### config.mk
export PLATFORM = sky130hd
export DESIGN_NAME = wb_arbiter2
export DESIGN_NICKNAME = d
export VERILOG_FILES = /design/src/rtl/wb_arbiter2_pkg.sv /design/src/rtl/wb_arbiter2.sv
export SDC_FILE = /design/constraint.sdc
export NUM_CORES = 1
export LEC_CHECK = 0
export CORE_AREA = 2 2 124 126
export CTS_CLUSTER_DIAMETER = 30
export DETAILED_ROUTE_END_ITERATION = 10
export DIE_AREA = 0 0 126 128
export PLACE_DENSITY_LB_ADDON = 0.2
export RECOVER_POWER = 25
export SLEW_MARGIN = 15
export SYNTH_ARGS = -nofsm -noshare
export SYNTH_HDL_FRONTEND = slang
export SYNTH_SLANG_ARGS = --single-unit
### constraint.sdc
create_clock -name clk -period 4.8 [get_ports clk]
set_clock_uncertainty 0.15 [all_clocks]
set_input_delay 0.96 -clock clk [delete_from_list [all_inputs] [get_ports clk]]
set_output_delay 0.96 -clock clk [all_outputs]
set_load 0.05 [all_outputs]
### src/rtl/wb_arbiter2_pkg.sv
// Shared constants and types for the two-master Wishbone arbiter.
package wb_arbiter2_pkg;

  typedef enum logic [1:0] {
    ST_IDLE = 2'd0,
    ST_OWN0 = 2'd1,
    ST_OWN1 = 2'd2,
    ST_ERRW = 2'd3
  } arb_state_e;

  localparam int unsigned TO_CNT_W = 16;

  localparam logic LAST_M0 = 1'b0;
  localparam logic LAST_M1 = 1'b1;

endpackage

### src/rtl/wb_arbiter2.sv
// Two-master round-robin Wishbone arbiter with a locked grant per bus cycle
// and a slave-ack timeout that returns a one-cycle bus error.
module wb_arbiter2
  import wb_arbiter2_pkg::*;
#(
  parameter int AW      = 32,
  parameter int DW      = 32,
  parameter int TIMEOUT = 255
) (
  input  logic            clk,
  input  logic            reset,
  input  logic [AW-1:0]   m0_addr,
  input  logic [DW-1:0]   m0_wdata,
  input  logic [DW/8-1:0] m0_sel,
  input  logic            m0_we,
  input  logic            m0_cyc,
  input  logic            m0_stb,
  output logic [DW-1:0]   m0_rdata,
  output logic            m0_ack,
  output logic            m0_err,
  input  logic [AW-1:0]   m1_addr,
  input  logic [DW-1:0]   m1_wdata,
  input  logic [DW/8-1:0] m1_sel,
  input  logic            m1_we,
  input  logic            m1_cyc,
  input  logic            m1_stb,
  output logic [DW-1:0]   m1_rdata,
  output logic            m1_ack,
  output logic            m1_err,
  output logic [AW-1:0]   s_addr,
  output logic [DW-1:0]   s_wdata,
  output logic [DW/8-1:0] s_sel,
  output logic            s_we,
  output logic            s_cyc,
  output logic            s_stb,
  input  logic [DW-1:0]   s_rdata,
  input  logic            s_ack
);

  localparam logic [TO_CNT_W-1:0] TO_LIMIT = TO_CNT_W'(TIMEOUT);
  localparam logic [TO_CNT_W-1:0] CNT_ONE  = {{(TO_CNT_W-1){1'b0}}, 1'b1};

  arb_state_e          state_r;
  arb_state_e          state_s;
  logic                last_r;
  logic [TO_CNT_W-1:0] cnt_r;
  logic                own_cyc_s;
  logic                own_stb_s;
  logic                owning_s;
  logic                timeout_s;

  // Owner's cyc/stb; in ERRW the errored master is the last one granted
  always_comb begin
    own_cyc_s = 1'b0;
    own_stb_s = 1'b0;
    case (state_r)
      ST_OWN0: begin own_cyc_s = m0_cyc; own_stb_s = m0_stb; end
      ST_OWN1: begin own_cyc_s = m1_cyc; own_stb_s = m1_stb; end
      ST_ERRW: begin own_cyc_s = (last_r == LAST_M1) ? m1_cyc : m0_cyc; own_stb_s = 1'b0; end
      default: begin own_cyc_s = 1'b0; own_stb_s = 1'b0; end
    endcase
  end

  // A same-cycle ack beats the timeout
  assign owning_s  = (state_r == ST_OWN0) || (state_r == ST_OWN1);
  assign timeout_s = owning_s && own_cyc_s && !s_ack && (cnt_r == TO_LIMIT);

  // State register
  always_ff @(posedge clk) begin
    if (reset) begin
      state_r <= ST_IDLE;
    end else begin
      state_r <= state_s;
    end
  end

  // Next-state: round-robin on ties, grant held while the owner keeps cyc
  always_comb begin
    state_s = state_r;
    case (state_r)
      ST_IDLE: begin
        if (m0_cyc && m1_cyc) begin
          state_s = (last_r == LAST_M1) ? ST_OWN0 : ST_OWN1;
        end else if (m0_cyc) begin
          state_s = ST_OWN0;
        end else if (m1_cyc) begin
          state_s = ST_OWN1;
        end else begin
          state_s = ST_IDLE;
        end
      end
      ST_OWN0, ST_OWN1: begin
        if (!own_cyc_s) begin
          state_s = ST_IDLE;
        end else if (timeout_s) begin
          state_s = ST_ERRW;
        end else begin
          state_s = state_r;
        end
      end
      ST_ERRW: begin
        if (!own_cyc_s) begin
          state_s = ST_IDLE;
        end else begin
          state_s = ST_ERRW;
        end
      end
      default: state_s = ST_IDLE;
    endcase
  end

  // Last-granted master, updated only when leaving IDLE
  always_ff @(posedge clk) begin
    if (reset) begin
      last_r <= LAST_M1;
    end else if ((state_r == ST_IDLE) && (state_s == ST_OWN0)) begin
      last_r <= LAST_M0;
    end else if ((state_r == ST_IDLE) && (state_s == ST_OWN1)) begin
      last_r <= LAST_M1;
    end
  end

  // Stall counter for the ack timeout
  always_ff @(posedge clk) begin
    if (reset) begin
      cnt_r <= '0;
    end else if ((state_r == ST_IDLE) || s_ack || (state_s != state_r)) begin
      cnt_r <= '0;
    end else if (owning_s && own_stb_s) begin
      cnt_r <= cnt_r + CNT_ONE;
    end
  end

  // Output mux; reset masks every strobe and response combinationally
  always_comb begin
    s_addr  = m0_addr;
    s_wdata = m0_wdata;
    s_sel   = {(DW/8){1'b0}};
    s_we    = 1'b0;
    s_cyc   = 1'b0;
    s_stb   = 1'b0;
    m0_ack  = 1'b0;
    m0_err  = 1'b0;
    m1_ack  = 1'b0;
    m1_err  = 1'b0;
    case (state_r)
      ST_OWN0: begin
        s_addr  = m0_addr;
        s_wdata = m0_wdata;
        s_sel   = m0_sel;
        s_we    = m0_we;
        s_cyc   = m0_cyc & ~timeout_s & ~reset;
        s_stb   = m0_stb & ~timeout_s & ~reset;
        m0_ack  = s_ack & ~reset;
        m0_err  = timeout_s & ~reset;
      end
      ST_OWN1: begin
        s_addr  = m1_addr;
        s_wdata = m1_wdata;
        s_sel   = m1_sel;
        s_we    = m1_we;
        s_cyc   = m1_cyc & ~timeout_s & ~reset;
        s_stb   = m1_stb & ~timeout_s & ~reset;
        m1_ack  = s_ack & ~reset;
        m1_err  = timeout_s & ~reset;
      end
      default: begin
        s_cyc = 1'b0;
        s_stb = 1'b0;
      end
    endcase
  end

  assign m0_rdata = s_rdata;
  assign m1_rdata = s_rdata;

endmodule

Word-level counts from Yosys, hierarchy flattened
Index checks and enable logic that the tools add are counted.
- add/sub/neg operators: 1
- equality and inequality tests: 7
- multiplexer cells: 23
- bitwise gates (word level): 12
- reductions and logical operators: 15
- operators with widths (operator ; number):
    $mux 32 ; 2
    $add 16x1->16 const B ; 1
    $eq 16x8->1 const B ; 1
    $mux 2 ; 7
    $and 1x1->1 ; 10
    $pmux 1 s2 ; 4
    $pmux 4 s2 ; 1
    $logic_and 1x1->1 ; 7
    $mux 1 ; 7
    $eq 2x2->1 const B ; 3
    $pmux 2 s3 ; 1
    $eq 2x1->1 const B ; 2
    $reduce_or 2->1 ; 2
    $logic_or 1x1->1 ; 3
    $pmux 1 s3 ; 1
    $logic_not 2->1 ; 1
    $ne 2x2->1 ; 1
    $not 1->1 ; 2
    $reduce_bool 2->1 ; 1
    $logic_not 1->1 ; 1
- flip-flop bits (word level): 19
- output and inout bits: 139

Depth between registers and ports, before layout
- depth after elaboration: 12
- gate-level depth with buffers: 8
- gate-level depth less buffers: 7

Worst setup path after synthesis
Ideal clock, no wire load.
- path type: input to output
- start: in m0_cyc
- end: out s_cyc
- data arrival time: 2212 ps
- path slack: 1478 ps
- stages: 5
- path buffers: 0
- cell sequence: nor2b_2 > o21a_4 > nor2_1 > o21ai_0 > nor2_1
- word-level cells in the longest chain between the ends: 9
- elaborated cells between the ends (all ways): 11
- ends and longest elaborated chain (element ; line ; text):
    from (decl) ; wb_arbiter2.sv:16 ; input logic m0_cyc,
    $mux 1 ; wb_arbiter2.sv:59 ; ST_ERRW: begin own_cyc_s = (last_r == LAST_M1) ? m1_cyc : m0_cyc; own_stb_s = 1'b0; end
    $pmux 1 s3 ; wb_arbiter2.sv:56 ; case (state_r)
    $logic_and 1x1->1 (3 in a row) ; wb_arbiter2.sv:66 ; assign timeout_s = owning_s && own_cyc_s && !s_ack && (cnt_r == TO_LIMIT);
    $not 1->1 ; wb_arbiter2.sv:152, wb_arbiter2.sv:162 ;
    $and 1x1->1, on equally long branches (2 in a row) ; wb_arbiter2.sv:162, wb_arbiter2.sv:152 ;
    $pmux 1 s2 (*) ; wb_arbiter2.sv:146 ; case (state_r)
    to (decl) ; wb_arbiter2.sv:34 ; output logic s_cyc,
Mark *: on every way between the ends. The rest lies on a longest branch, timed or not.

Worst setup path after layout
Same ends and word-level chain as after synthesis.

==> impl_metrics.csv <==
group,metric,value,unit
run_status,outcome,"finished, final reports clean",
place,io_buffer_count,219,
sta,fin_worst_hold_slack,0.426,ns
drt,drc_errors,0,
logic_synthesis,ys.warnings.count,0,
place,dpl_cell_area,4640,µm²
global_route,grt.overflow.total,0,
logic_synthesis,ys_seq_area_share,13.6,%
logic_synthesis,synth_fp_nets,481,
worst_setup_path,end_kind,"primary output",
worst_setup_path,r2r-start,"state_r[0]",
place,place_ws,0.380,ns
drt,wire_per_inst,20.8,µm
worst_setup_path,regToRegEndpoint,"cnt_r[7]",
global_route,grt_pass1_wl,18.5,mm
min_path,holdPathEnd,"cnt_r[7]",
global_route,grtUsageTotal,15.4,%
clocking,ctsRootBufferMaster,"clkbuf_16",
power_and_ir_drop,switchingPower,0.385,mW
sta,slew_violations,0,
final_layout,fin_area,4720,µm²
clocking,cts_num_sinks,19,
final_layout,diodes,0,
worst_setup_path,crit_path_max_fanout,5,
power_and_ir_drop,clockPowerShare,19.6,%
sta,fmax,224,MHz
place,placedCellCount,629,
logic_synthesis,synth.avg_cell_area,9.38,µm²
sta,setup_tns,0,ns
clocking,cts_tree,"yes",
power_and_ir_drop,power.static_leakage,1.60,nW
power_and_ir_drop,ir_worst_vdd,0.000124,V
clocking,cts_buffer_depth,2,
power_and_ir_drop,p_sw_share,42.3,%
clocking,cts_setup_buffers,0,
place,finalWeightedCongestion,0.841,
final_layout,layout.nets,628,
final_layout,area_delta_synth_final,68.5,%
place,dp_hpwl,11.6,mm
final_layout,n_fill_cell,1600,
flow_run,maxCapViolCount,0,
sta,fin_ws,0.329,ns
sta,hold_violations,0,
worst_setup_path,crit_arrival,3.36,ns
drt,drt_iter0_drc,122,
power_and_ir_drop,p_int,0.526,mW
power_and_ir_drop,combPwrFrac,62.4,%
final_layout,final_core_util,31.8,%
sta,relSlewSlack,34.5,%
worst_setup_path,reg2regPathDepth,8,
logic_synthesis,ys_types,58,
global_route,antenna_found_initial,1,
floorplanning,fp.dieArea,16100,µm²
clocking,numCtsBuffers,3,
final_layout,regArea,380,µm²
clocking,htree_levels,1,
sta,rsz0062_at_grt,"no",
logic_synthesis,synth-main-ff-cell,"dfxtp_1",
global_route,grt_max_degree,35,
global_route,grt_pass1_vias,2846,
floorplanning,start_util,18.9,%
power_and_ir_drop,power.total,0.911,mW
min_path,whs_path_depth,2,
min_path,hp-class,"flip-flop to flip-flop",
logic_synthesis,ys_ff_latch,19,
drt,vias,2761,
worst_setup_path,r2r_slack,1.94,ns
worst_setup_path,path_class,"input pin to primary output",
logic_synthesis,synthArstFlopShare,0,%
clocking,ctsResizeCount,0,
worst_setup_path,cp.required,3.69,ns
final_layout,fin_cells,633,
clocking,cts_hold_repair.buffers,0,
final_layout,multi_input_area,1820,µm²
worst_setup_path,startpoint_type,"input pin",
floorplanning,die-height,128,µm
drt,wl,13.2,mm
drt,dr.pass1.iters,4,
sta,tightestPinTransition,0.980,ns
drt,viasPerCell,4.36,
final_layout,drive_above_1_share,23.1,%
power_and_ir_drop,seq_power_share,18.0,%
floorplanning,io-pin-count,316,
logic_synthesis,synthCells,299,
clocking,path_clk_slew,0.05,ns
floorplanning,die_w,126,µm
floorplanning,num_rows,45,
power_and_ir_drop,power.density,193,nW/µm²
drt,final_antenna_net_count,0,
sta,setup-violations-final,0,
min_path,worstHoldStart,"cnt_r[7]",
sta,finalCriticalPeriod,4.47,ns
sta,fin_crit_sh,93.2,%
clocking,clkLatencyLatePin,0.25,ns
floorplanning,core_area,14900,µm²
logic_synthesis,syn-cell-area,2800,µm²
logic_synthesis,synth-edff-count,0,
synthesized netlist by cell type (all sizes together) (2+ instances only):
cell	number	area (µm²)
a211oi	15	163
a21oi	5	32.5
a22oi	5	37.5
a31oi	2	27.5
and2	4	25.0
and3	3	21.3
and3b	3	26.3
and4	4	38.8
buf	71	541
clkbuf	7	36.3
dfxtp	19	380
ha	5	62.6
inv	3	11.3
mux2	64	721
mux2i	3	30.0
nand2	8	30.0
nand3	6	30.0
nand4	5	31.3
nor2	18	70.1
nor2b	3	28.8
nor3	2	21.3
nor4	5	46.3
o211ai	2	25.0
o21ai	3	15.0
o221ai	3	32.5
or2	2	12.5
xnor2	3	26.3
xor2	11	96.3
power groups by stage:
| stage | sequential, mW | combinational (mW) | clock (mW) |
|---|---|---|---|
| floorplan | 0.166 | 0.461 | 0 |
| global placement | 0.167 | 0.571 | 0 |
| detailed placement | 0.167 | 0.572 | 0 |
| CTS | 0.164 | 0.575 | 0.181 |
| global route | 0.164 | 0.593 | 0.186 |
| finish | 0.164 | 0.568 | 0.179 |
final cells by class:
cell class	instances	share of cell area, %
well taps	188	4.98
clock buffers	4	1.67
multi-input cells	198	38.4
repair buffers	221	46.6
inverters	3	0.238
flip-flops and latches	19	8.05
how the worst max path moves through the flow:
stage	startpoint	end	slack, ns	cells past startpoint
floorplan	m0_cyc	s_cyc	1.48	5
CTS	m1_cyc	s_cyc	0.38	7
finish	m0_cyc	s_cyc	0.33	7
global route	m0_cyc	s_cyc	0.21	7
global placement	m1_cyc	s_stb	0.42	7
detailed placement	m1_cyc	s_cyc	0.38	7
critical path, stage by stage:
cell and delay [ns]:
dlygate4sd3_1 0.62, nor2b_2 0.25, o21a_4 0.21, nor2_1 0.09
o21ai_0 0.41, nor2_1 0.10, clkdlybuf4s50_1 0.72
cell usage in the layout (no fill, tap or decap), types with 2 or more instances in the layout:
master / count
a21oi_1: 3
mux2_2: 64
a211oi_1: 5
inv_1: 3
a211oi_2: 10
or2_1: 2
o21ai_0: 3
and4_1: 2
xnor2_1: 3
clkdlybuf4s50_1: 216
nand2_1: 8
and2_1: 4
and3_2: 2
nand3_1: 6
clkbuf_16: 3
a22oi_1: 5
nand4_1: 5
a21oi_2: 2
xor2_1: 11
dfxtp_1: 19
o221ai_1: 2
ha_1: 4
o211ai_2: 2
nor2_1: 17
mux2i_1: 3
and3b_1: 3
nor4_1: 4
buf_4: 4
registers in the layout (all words and copies together) (netlist names):
register and flops:
cnt_r 16, last_r 1, state_r 2
per-layer routing:
metal	part of all wire, %	global-route usage [%]
met1	43	20.0
met2	45	24.6
met3	11	7.05
met4	0.59	1.29
met5	0.099	0
cell families after synthesis:
group	count (synthesis)	share of synthesized area [%]
xor+xnor	14	4.37
simple gates	70	16.5
buf+inv	82	22.1
compound gates	42	14.4
flops	19	13.6
mux	67	26.8
fa+ha+maj	5	2.23
No activity file was read; power rests on OpenSTA's default activity.
